### src/rtl/hdr_det_pkg.sv
// Shared state encoding and default preamble words for the preamble/frame detector.
package hdr_det_pkg;

  typedef enum logic [1:0] {
    IDLE,
    EXP1,
    EXP0,
    PAYLOAD
  } state_t;

  localparam logic [7:0] DEF_PAT0 = 8'h55;
  localparam logic [7:0] DEF_PAT1 = 8'hD5;

endpackage

### src/rtl/pattern_pair_counter.sv
// Counts completed PAT0/PAT1 pairs while the detector walks EXP1/EXP0, saturating at REP_MIN.
module pattern_pair_counter
  import hdr_det_pkg::*;
#(
  parameter int              DW      = 8,
  parameter logic [DW-1:0]   PAT0    = DW'(DEF_PAT0),
  parameter logic [DW-1:0]   PAT1    = DW'(DEF_PAT1),
  parameter int              REP_MIN = 5,
  parameter int              PW      = $clog2(REP_MIN + 1)
) (
  input  logic          clk,
  input  logic          rst_n,
  input  logic [DW-1:0] din,
  input  logic          din_vld,
  input  state_t        state,
  input  logic          frame_end,
  output logic [PW-1:0] pair_cnt,
  output logic          pair_full
);

  assign pair_full = (pair_cnt == PW'(REP_MIN));

  // The count survives into PAYLOAD and is only cleared when the frame ends
  always_ff @(posedge clk or negedge rst_n) begin
    if (!rst_n) begin
      pair_cnt <= '0;
    end else if (din_vld) begin
      case (state)
        IDLE: pair_cnt <= '0;
        EXP1: begin
          if (din == PAT1)
            pair_cnt <= pair_full ? pair_cnt : pair_cnt + PW'(1);
          else
            pair_cnt <= '0;
        end
        EXP0: begin
          if (din != PAT0 && !pair_full)
            pair_cnt <= '0;
        end
        PAYLOAD: begin
          if (frame_end)
            pair_cnt <= '0;
        end
        default: pair_cnt <= '0;
      endcase
    end
  end

endmodule

### src/rtl/preamble_frame_detect.sv
// Detects a repeated PAT0/PAT1 preamble and forwards the following fixed-length
// payload with sof/eof framing, header/error pulses and a frame counter.
module preamble_frame_detect
  import hdr_det_pkg::*;
#(
  parameter int            DW        = 8,
  parameter logic [DW-1:0] PAT0      = DW'(DEF_PAT0),
  parameter logic [DW-1:0] PAT1      = DW'(DEF_PAT1),
  parameter int            REP_MIN   = 5,
  parameter int            FRAME_LEN = 16,
  parameter int            FCNT_W    = 16
) (
  input  logic                           clk,
  input  logic                           rst_n,
  input  logic [DW-1:0]                  din,
  input  logic                           din_vld,
  output logic [DW-1:0]                  dout,
  output logic                           dout_vld,
  output logic                           dout_sof,
  output logic                           dout_eof,
  output logic                           hdr_det,
  output logic                           hdr_err,
  output logic                           locked,
  output logic [$clog2(REP_MIN+1)-1:0]   pair_cnt,
  output logic [FCNT_W-1:0]              frame_cnt
);

  localparam int PW    = $clog2(REP_MIN + 1);
  localparam int PAY_W = $clog2(FRAME_LEN);

  state_t           state;
  logic [PAY_W-1:0] pay_cnt;
  logic             pair_full;
  logic             frame_end;

  assign frame_end = (state == PAYLOAD) && (pay_cnt == PAY_W'(FRAME_LEN - 1));

  pattern_pair_counter #(
    .DW      (DW),
    .PAT0    (PAT0),
    .PAT1    (PAT1),
    .REP_MIN (REP_MIN),
    .PW      (PW)
  ) u_pair_cnt (
    .clk       (clk),
    .rst_n     (rst_n),
    .din       (din),
    .din_vld   (din_vld),
    .state     (state),
    .frame_end (frame_end),
    .pair_cnt  (pair_cnt),
    .pair_full (pair_full)
  );

  // locked follows the state one cycle late so the eof word still shows locked=1
  always_ff @(posedge clk or negedge rst_n) begin
    if (!rst_n) begin
      state     <= IDLE;
      pay_cnt   <= '0;
      dout      <= '0;
      dout_vld  <= 1'b0;
      dout_sof  <= 1'b0;
      dout_eof  <= 1'b0;
      hdr_det   <= 1'b0;
      hdr_err   <= 1'b0;
      locked    <= 1'b0;
      frame_cnt <= '0;
    end else begin
      dout_vld <= 1'b0;
      dout_sof <= 1'b0;
      dout_eof <= 1'b0;
      hdr_det  <= 1'b0;
      hdr_err  <= 1'b0;
      locked   <= (state == PAYLOAD);
      if (din_vld) begin
        case (state)
          IDLE: begin
            if (din == PAT0)
              state <= EXP1;
          end
          EXP1: begin
            if (din == PAT1) begin
              state <= EXP0;
            end else if (din != PAT0) begin
              state   <= IDLE;
              hdr_err <= pair_full;
            end
          end
          EXP0: begin
            if (din == PAT0) begin
              state <= EXP1;
            end else if (pair_full) begin
              state    <= PAYLOAD;
              hdr_det  <= 1'b1;
              locked   <= 1'b1;
              dout     <= din;
              dout_vld <= 1'b1;
              dout_sof <= 1'b1;
              pay_cnt  <= PAY_W'(1);
            end else begin
              state <= IDLE;
            end
          end
          PAYLOAD: begin
            dout     <= din;
            dout_vld <= 1'b1;
            if (frame_end) begin
              dout_eof  <= 1'b1;
              frame_cnt <= frame_cnt + FCNT_W'(1);
              pay_cnt   <= '0;
              state     <= IDLE;
            end else begin
              pay_cnt <= pay_cnt + PAY_W'(1);
            end
          end
          default: state <= IDLE;
        endcase
      end
    end
  end

endmodule

### config.mk
export PLATFORM = sky130hd
export DESIGN_NAME = preamble_frame_detect
export DESIGN_NICKNAME = d
export VERILOG_FILES = /design/src/rtl/hdr_det_pkg.sv /design/src/rtl/pattern_pair_counter.sv /design/src/rtl/preamble_frame_detect.sv
export SDC_FILE = /design/constraint.sdc
export NUM_CORES = 1
export LEC_CHECK = 0
export BUFFER_PORTS_ARGS = -buffer_cell sky130_fd_sc_hd__buf_2
export CAP_MARGIN = 20
export CORE_MARGIN = 8
export CORE_UTILIZATION = 28
export CTS_CLUSTER_SIZE = 40
export DETAILED_ROUTE_END_ITERATION = 8
export HOLD_SLACK_MARGIN = 0.02
export SETUP_SLACK_MARGIN = 0.5
export SYNTH_ARGS = -nofsm -noshare
export SYNTH_HDL_FRONTEND = slang
export SYNTH_SLANG_ARGS = --single-unit
### constraint.sdc
create_clock -name clk -period 2.27 [get_ports clk]
set_input_delay 0.454 -clock clk [delete_from_list [all_inputs] [get_ports clk]]
set_output_delay 0.454 -clock clk [all_outputs]
set_load 0.05 [all_outputs]
# After elaboration in Yosys (flattened, before gate mapping)
# Index checks and enable logic that the tools add are counted.
[op_classes] n_addsub=3 eq_ne=15 mux=36 n_reduce_logical=9
[ops] cell="16-bit by 1-bit adder with 16-bit output (second input constant)" n=1
[ops] cell="1-bit 2-to-1 mux" n=16
[ops] cell="8-bit 2-to-1 mux" n=2
[ops] cell="8-bit one-hot mux with 2 select lines" n=1
[ops] cell="2-bit 2-to-1 mux" n=6
[ops] cell="3-bit 2-to-1 mux" n=4
[ops] cell="4-bit 2-to-1 mux" n=3
[ops] cell="3-bit one-hot mux with 4 select lines" n=1
[ops] cell="4-bit AND reduction" n=3
[ops] cell="8-bit by 7-bit == test with 1-bit output (second input constant)" n=1
[ops] cell="8-bit == test (second input constant)" n=1
[ops] cell="2-bit inequality test (second input constant)" n=4
[ops] cell="8-bit by 7-bit inequality test with 1-bit output (second input constant)" n=1
[ops] cell="2-bit one-hot mux with 4 select lines" n=1
[ops] cell="4-bit one-hot mux with 2 select lines" n=1
[ops] cell="3-bit inequality test (second input constant)" n=2
[ops] cell="4-bit by 1-bit adder with 4-bit output (second input constant)" n=1
[ops] cell="2-bit == test (second input constant)" n=2
[ops] cell="4-bit == test (second input constant)" n=1
[ops] cell="3-bit by 1-bit adder with 3-bit output (second input constant)" n=1
[ops] cell="3-bit == test (second input constant)" n=1
[ops] cell="3-bit AND reduction" n=1
[ops] cell="2-bit by 1-bit == test with 1-bit output (second input constant)" n=1
[ops] cell="1-bit logical AND" n=2
[ops] cell="5 further kinds" n=5
[totals] register_bits=38 out_inout_bits=33 word_cells=73

# Depth between registers and ports, before layout
# Gate-level depths: netlist (run 1).
[logic_depth] word_depth=5 depth_mapped=7 mapped_depth_nobuf=6

# By module
# Synthesis (run 1) repeated with hierarchy kept, for this count alone.
[hier_totals] cells_unflattened=168 hier_area_um2=1921.8
[modules_own_cells] module="preamble_frame_detect" n_inst=1 cells_each=132 area_per_inst_um2=1602.8 seq_area_each_um2=875.8
[modules_own_cells] module="pattern_pair_counter" n_inst=1 cells_each=36 area_per_inst_um2=319.1 seq_area_each_um2=75.1

# Worst setup path after synthesis (run 1)
# Ideal clock, no wire load.
[synth_path] kind="input to register" from="input din[3]" to="register dout[0]" t_arrival_ns=1.904 required_ns=2.145 path_slack_ns=0.241 path_stages=6 path_buffers=2 cell_sequence="or4b_1 buf_2 o2111ai_2 and2_4 buf_12 mux2_4"
[synth_between] elab_chain_len=3
[synth_rtl] item="start, declared" line_no="preamble_frame_detect.sv:15" source="input logic [DW-1:0] din,"
[synth_rtl] item="8-bit by 7-bit == test with 1-bit output" line_no="preamble_frame_detect.sv:90" source="if (din == PAT0) begin"
[synth_rtl] item="2-bit inequality test (no line)"
[synth_rtl] item="4-bit AND reduction (no line)"
[synth_rtl] item="end signal, assigned" line_no="preamble_frame_detect.sv:96" source="dout <= din;"
[synth_rtl] item="end signal, assigned" line_no="preamble_frame_detect.sv:105" source="dout <= din;"
[synth_rtl] item="end, declared" line_no="preamble_frame_detect.sv:17" source="output logic [DW-1:0] dout,"
# Every way passes these cells.
# A chain may end at the register's enable or synchronous reset.

# Worst setup path in the final report (run 1)
[layout_path] from="input din[5]" to="register dout[6]"
# Same word-level chain as after synthesis.

==> summary.txt, run 1 <==
Run status
  – Status: finished, final reports clean

Yosys
  – Post-Synthesis Cell Area: 0.00186 mm^2
  – Cell type with the highest aggregate area in the netlist: sky130_fd_sc_hd__dfrtp_1
  – Unique cell type count in the Yosys netlist: 41
  – Commonest register cell after synthesis: sky130_fd_sc_hd__dfrtp_1
  – Synthesized Nets: 185
  – Largest cells by area after synthesis: sky130_fd_sc_hd__dfrtp_1, sky130_fd_sc_hd__mux2_4, sky130_fd_sc_hd__xor2_1, sky130_fd_sc_hd__xnor2_1, sky130_fd_sc_hd__ha_1
  – Post-synth ARST share: 100%
  – FF+latch count, synth: 38
  – Syn. warnings: 0
  – Number of cells produced by synthesis: 170
  – Number of enable-type register cells in the synthesized netlist: 0
  – Average instance area after synthesis: 11.0 um^2
  – Share of the synthesized area in the top cell type: 51.0%
  – Share of the yosys chip area belonging to registers: 51.0%

Clocking
  – TritonCTS clock tree: yes
  – Clock transition time at the flip-flop clock pins of the worst setup and hold paths: 0.07 ns
  – Number of clock sinks: 38
  – Clock root cell: sky130_fd_sc_hd__clkbuf_8
  – Skew-Pair Late Insertion Delay: 0.29 ns
  – Cts bufs inserted: 5
  – CTS HTree Levels: 2
  – Clock Path Buffers: 2

GRT
  – Pin count of the biggest net entering global routing: 18
  – GR Util All Layers: 9.27%
  – Global-route congestion overflow total: 0
  – Vias in the first global route: 1534
  – Number of antenna violations at the first check in global routing: 0
  – Wire length of the first global-routing pass: 7400 um

Worst setup path
  – Reg-to-Reg Start: u_pair_cnt.pair_cnt[0]
  – Worst flop-to-flop path endpoint: dout[6]
  – Endpoint class of the critical path: flop
  – Critical Path Start Type: primary input
  – Type of the worst setup path: in -> reg
  – Data arrival time of the worst path: 1.93 ns
  – Worst setup path end: dout[6]
  – Endpoint required time on the critical path: 2.45 ns
  – R2R cell count: 5
  – Launch point of the critical path: din[5]
  – Maximum fanout along the worst path: 6
  – Worst R2R Setup Slack: 0.54 ns

STA
  – Transition time at the pin with the least slew margin: 0.399 ns
  – Final max-slew violation count: 0
  – Final-report hold violation count: 0
  – Time the final worst path needs with I/O delays and setup: 1.75 ns
  – Share of the clock period used by the worst path: 77.3%
  – Setup tns final: 0 ns
  – Final setup violation count: 0
  – Setup repair after global routing missed its margin: yes
  – Clock tree skew after final layout: 0.00354 ns
  – Achievable Freq: 0.570 GHz
  – Worst slew margin relative to its limit: 73.3%

Floorplanning
  – Total number of placement rows: 29
  – Total I/O pin count: 44
  – Area of the die: 0.00952 mm^2
  – Overall die height: 97.6 um
  – Die width: 97.6 um
  – Initial core utilization: 29.2%
  – Placeable core region: 0.00639 mm^2

Placement
  – Buffers added on ports: 43
  – Post-DP HPWL: 3190 um
  – GP Congestion: 0.808
  – Area after DPL: 0.00219 mm^2

Power and ir drop
  – Lkg Pwr: 0.00125 uW
  – Peak VDD IR: 0.289 mV
  – Pwr dens: 591 mW/mm^2

Detailed routing
  – Drt initial violations: 47
  – Detailed-route DRC error count: 0
  – Vias per cell: 4.92
  – Wire per inst: 14.2 um
  – Number of optimization iterations in the first detailed-route pass: 4
  – Detailed-route via count: 1480
  – Number of nets still failing antenna checks after routing: 0
  – Routed wire length: 4270 um

Finish
  – Count of antenna diodes in the layout: 0
  – Nets@finish: 238
  – Fraction of layout instances using a drive strength above 1: 38.4%
  – Area growth from synthesis to layout: 29.3%
  – Area taken by flip-flops and latches: 953 um^2
  – Fill cell count: 637
  – Final instance area: 0.00241 mm^2
  – Multi-input combinational cell area: 903 um^2

Hold path
  – Classification of the worst-slack hold path: in -> reg

Flow run
  – Max-cap violation count: 0
-- kinds of logic after synthesis --
group | synth area share, %
adders and majority gates | 2.68
muxes | 7.45
and+or+nand+nor | 18.5
DFF | 51.0
buffers and inverters | 3.96
AOI/OAI and AO/OA | 9.33
xor gates and xnor gates | 7.05
-- repair_timing --
action | in CTS | in global routing
endpoints found under the setup margin | 11 | 23
gates resized for setup | 1 | 8
hold buffers | 1 | 0
cloned | 1 | 0
pin swaps | 3 | 3
hold endpoints to repair | 7 | 0
buffers inserted | 3 | 1
-- worst min path at each step --
stage                  to  slack [ns]    from  cells past startpoint
2_1_floorplan     dout[0]        0.16   rst_n                      0
3_3_place_gp   pay_cnt[2]        0.32   rst_n                      1
3_5_place_dp   pay_cnt[2]        0.32   rst_n                      1
4_1_cts           dout[6]        0.41  din[6]                      2
5_1_grt           dout[6]        0.41  din[6]                      2
6_report          dout[6]        0.41  din[6]                      2
-- cell usage in the layout (no fill, tap or decap), types with 3 or more instances in the layout --
| cell type | synthesis | final |
|---|---|---|
| sky130_fd_sc_hd__nand4_1 | 4 | 4 |
| sky130_fd_sc_hd__nor3_1 | 9 | 7 |
| sky130_fd_sc_hd__buf_2 | 1 | 43 |
| sky130_fd_sc_hd__ha_1 | 4 | 4 |
| sky130_fd_sc_hd__o21ai_0 | 10 | 10 |
| sky130_fd_sc_hd__dfrtp_1 | 38 | 36 |
| sky130_fd_sc_hd__xnor2_1 | 6 | 6 |
| sky130_fd_sc_hd__xor2_1 | 9 | 9 |
| sky130_fd_sc_hd__mux2_4 | 7 | 7 |
| sky130_fd_sc_hd__mux2_2 | 3 | 3 |
| sky130_fd_sc_hd__inv_1 | 6 | 6 |
| sky130_fd_sc_hd__and3_1 | 5 | 4 |
| sky130_fd_sc_hd__clkbuf_8 | 0 | 6 |
| sky130_fd_sc_hd__and2_2 | 0 | 3 |
| sky130_fd_sc_hd__nand2_1 | 10 | 10 |
| sky130_fd_sc_hd__a21oi_1 | 3 | 3 |
| sky130_fd_sc_hd__nand3_1 | 9 | 8 |
| sky130_fd_sc_hd__nor2_1 | 8 | 8 |
| sky130_fd_sc_hd__buf_4 | 1 | 9 |
-- through the flow --
stage,total power [uW],setup slack [ns],hold slack (ns),util (%),instances
2_1_floorplan,702,0.244,0.158,-,170
3_3_place_gp,731,0.139,0.322,34.2,287
3_5_place_dp,731,0.124,0.324,34.2,287
4_1_cts,1440,0.501,0.405,37.2,300
5_1_grt,1480,0.483,0.406,37.8,301
6_report,1420,0.516,0.412,37.8,301
-- synth_stat cells, types with 2 or more instances --
cell type	n
sky130_fd_sc_hd__nand3_1	9
sky130_fd_sc_hd__mux2_4	7
sky130_fd_sc_hd__nor3_1	9
sky130_fd_sc_hd__clkbuf_1	5
sky130_fd_sc_hd__xnor2_1	6
sky130_fd_sc_hd__mux2_2	3
sky130_fd_sc_hd__nor2_1	8
sky130_fd_sc_hd__nand2_1	10
sky130_fd_sc_hd__a31oi_1	2
sky130_fd_sc_hd__nor2b_1	2
sky130_fd_sc_hd__nand4b_1	2
sky130_fd_sc_hd__a32o_1	2
sky130_fd_sc_hd__nand4_1	4
sky130_fd_sc_hd__xor2_1	9
sky130_fd_sc_hd__dfrtp_1	38
sky130_fd_sc_hd__inv_1	6
sky130_fd_sc_hd__o21ai_0	10
sky130_fd_sc_hd__and3_1	5
sky130_fd_sc_hd__nand2b_1	2
sky130_fd_sc_hd__a21oi_1	3
sky130_fd_sc_hd__ha_1	4
sky130_fd_sc_hd__o21a_1	2
sky130_fd_sc_hd__nor4_1	3
sky130_fd_sc_hd__and2_1	2
-- state kept, by name, summed over array words and instances, names as in the netlist --
signal	cells
state	2
dout	8
dout_vld	1
hdr_det	1
hdr_err	1
u_pair_cnt.pair_cnt	3
pay_cnt	4
frame_cnt	16
dout_eof	1
locked	1
-- per-layer routing --
layer	track usage, %	part of all wire, %	vias to the layer above
li1	-	-	711
met1	11.7	47	713
met2	13.9	44	51
met3	3.91	8.3	5
met4	2.80	0.94	0
met5	0	0	-
-- report_power, final --
part           total (uW)  switching, uW  internal (uW)
sequential            677          0.258            676
combinational        41.7           27.2           14.5
clock                 706            237            469
total                1420            264           1160
-- cell type report --
| class | count | share of cell area, % |
|---|---|---|
| multi-input cells | 119 | 37.5 |
| repair buffers | 53 | 12.1 |
| inverters | 6 | 0.934 |
| flip-flops and latches | 38 | 39.5 |
| clock buffers | 6 | 3.43 |
| clock inverters | 2 | 2.49 |
| well taps | 77 | 4.00 |
-- worst max-delay path, stage by stage --
cell,delay (ns)
sky130_fd_sc_hd__buf_2,0.11
sky130_fd_sc_hd__or4b_4,0.56
sky130_fd_sc_hd__o2111ai_4,0.22
sky130_fd_sc_hd__and2_2,0.28
sky130_fd_sc_hd__mux2_4,0.31
Power figures use the tool's default switching activity.
==> run 2: changes to the inputs <==
clock period = 1.75 ns   (was 2.27 ns; I/O delays follow)
==> summary.txt, run 2 (synthesis results as in run 1) <==
Floorplanning
  – Initial core utilization: 29.2%
  – Placeable core region: 0.00639 mm^2
  – Overall die height: 97.6 um
  – Total I/O pin count: 44
  – Total number of placement rows: 29
  – Area of the die: 0.00952 mm^2
  – Die width: 97.6 um

Placement
  – Buffers added on ports: 43
  – Post-DP HPWL: 3340 um
  – Inst Count DP: 295
  – GP Congestion: 0.803

STA
  – Worst slew margin relative to its limit: 70.5%
  – Achievable Freq: 0.616 GHz
  – Final setup violation count: 0
  – Final-report hold violation count: 0
  – Clock tree skew after final layout: 0.00759 ns
  – Setup tns final: 0 ns
  – Share of the clock period used by the worst path: 92.7%
  – Final max-slew violation count: 0
  – Setup repair after global routing missed its margin: yes
  – Transition time at the pin with the least slew margin: 0.443 ns
  – Time the final worst path needs with I/O delays and setup: 1.62 ns
  – Worst hold slack: 0.314 ns

Hold path
  – Hold path endpoint: dout[0]
  – Classification of the worst-slack hold path: in -> reg
  – Hold Startpoint: din[0]
  – Number of cells on the worst hold path: 2

Detailed routing
  – Wire per inst: 15.0 um
  – Detailed-route via count: 1614
  – Detailed-route DRC error count: 0
  – Number of optimization iterations in the first detailed-route pass: 4
  – Number of nets still failing antenna checks after routing: 0
  – Vias per cell: 4.79
  – Routed wire length: 5050 um
  – Drt initial violations: 78

Clocking
  – CTS HTree Levels: 2
  – Clock root cell: sky130_fd_sc_hd__clkbuf_8
  – Clock Path Buffers: 2
  – TritonCTS clock tree: yes
  – Skew-Pair Late Insertion Delay: 0.28 ns
  – Cts bufs inserted: 5
  – Clock transition time at the flip-flop clock pins of the worst setup and hold paths: 0.07 ns
  – Number of clock sinks: 38

Worst setup path
  – Maximum fanout along the worst path: 6
  – Worst R2R Setup Slack: 0.16 ns
  – Reg-to-Reg Start: u_pair_cnt.pair_cnt[1]
  – Critical Path Start Type: primary input
  – Type of the worst setup path: in -> reg
  – Worst flop-to-flop path endpoint: dout[6]
  – Endpoint class of the critical path: flop
  – R2R cell count: 6
  – Data arrival time of the worst path: 1.80 ns
  – Endpoint required time on the critical path: 1.92 ns

Power and ir drop
  – Sequential share of power: 55.5%
  – Power share of the clock group: 39.5%
  – Fraction of power spent switching nets: 22.1%
  – Design Power: 1580 uW
  – Internal power component: 1230 uW
  – Lkg Pwr: 0.00148 uW
  – Peak VDD IR: 0.283 mV
  – Total net switching power: 349 uW
  – Comb power frac: 5.0%
  – Pwr dens: 509 mW/mm^2

Finish
  – Most common cell after layout, fill and taps aside: sky130_fd_sc_hd__buf_6
  – Fraction of layout instances using a drive strength above 1: 62.2%
  – Top library cells by usage in the layout, fill and taps aside: sky130_fd_sc_hd__buf_6, sky130_fd_sc_hd__buf_4, sky130_fd_sc_hd__dfrtp_1, sky130_fd_sc_hd__dfrtp_2
  – Flip-flop count of the largest register after layout: 16
  – Reg with most FFs: frame_cnt
  – Top flop regs: frame_cnt (16), dout (8), pay_cnt (4)
  – Nets@finish: 273
  – Area growth from synthesis to layout: 66.5%
  – Final non-filler cell total: 337

Flow run
  – Max-cap violation count: 0

GRT
  – Vias in the first global route: 1698
  – GR Util All Layers: 10.4%
  – Global-route congestion overflow total: 0
  – Pin count of the biggest net entering global routing: 21
  – Wire length of the first global-routing pass: 8290 um
  – Number of antenna violations at the first check in global routing: 0

Run status
  – Status: finished, final reports clean
run 2: cell count changes in the layout (fill, tap and decap cells not counted), moves of 5 or more:
cell,delta
sky130_fd_sc_hd__dfrtp_1,-14
sky130_fd_sc_hd__nor2_4,+5
sky130_fd_sc_hd__buf_4,+26
sky130_fd_sc_hd__nor2_1,-5
sky130_fd_sc_hd__dfrtp_2,+14
sky130_fd_sc_hd__nor3_1,-6
sky130_fd_sc_hd__buf_6,+39
sky130_fd_sc_hd__buf_2,-33
sky130_fd_sc_hd__o21ai_0,-6
run 2: power groups by stage:
stage | Sequential [uW] | Combinational (uW) | Clock, uW
floorplan | 895 | 15.1 | 0
global placement | 895 | 64.2 | 0
detailed placement | 895 | 64.9 | 0
CTS | 877 | 75.0 | 657
global route | 877 | 86.9 | 680
finish | 877 | 78.9 | 623
run 2: critical path: stages:
cell                        delay [ns]
sky130_fd_sc_hd__buf_6            0.09
sky130_fd_sc_hd__or4b_4           0.56
sky130_fd_sc_hd__o2111ai_4        0.23
sky130_fd_sc_hd__and2_4           0.26
sky130_fd_sc_hd__mux2_4           0.31
run 2: what timing repair did:
item                                    CTS  global route
endpoints found under the setup margin   67            57
cloned                                    1             0
buffers inserted                         23             8
pin swaps                                19            11
gates resized for setup                  87            25
endpoints found under the hold margin    18             0
hold buffers                              1             0
run 2: worst max-delay path by stage:
stage / end / cells past startpoint / from / slack [ns]
floorplan: dout[0] / 6 / din[3] / -0.17
global placement: dout[1] / 5 / din[3] / -0.21
detailed placement: dout[1] / 5 / din[3] / -0.24
CTS: dout[6] / 5 / din[7] / 0.12
global route: dout[6] / 5 / din[7] / 0.08
finish: dout[6] / 5 / din[7] / 0.13
run 2: final cells by class:
class	count	area, um^2
Clock buffer	7	86.3
Timing Repair Buffer	88	812
Antenna cell	1	2.50
Fill cell	570	3280
Tap cell	77	96.3
Sequential cell	38	971
Clock inverter	1	5.00
Multi-Input combinational cell	119	1110
Inverter	6	22.5
run 2: metal layers:
metal  up-vias  part of all wire, %  track usage [%]  wire [um]
met2        35                   49             17.1       2500
met5         -                    0                0          0
met4         0                 0.87             3.15         44
met1       792                   44             12.5       2240
li1        785                    -                -          -
met3         2                  5.3             3.27        267
run 2: through the flow:
stage | setup WS, ns | utilization (%) | instance area (um^2)
after CTS | 0.119 | 46.1 | 2940
after floorplan | -0.172 | - | 2040
after global routing | 0.0829 | 48.6 | 3100
final | 0.127 | 48.6 | 3100
after detailed placement | -0.242 | 37.3 | 2380
after global placement | -0.206 | 37.3 | 2380
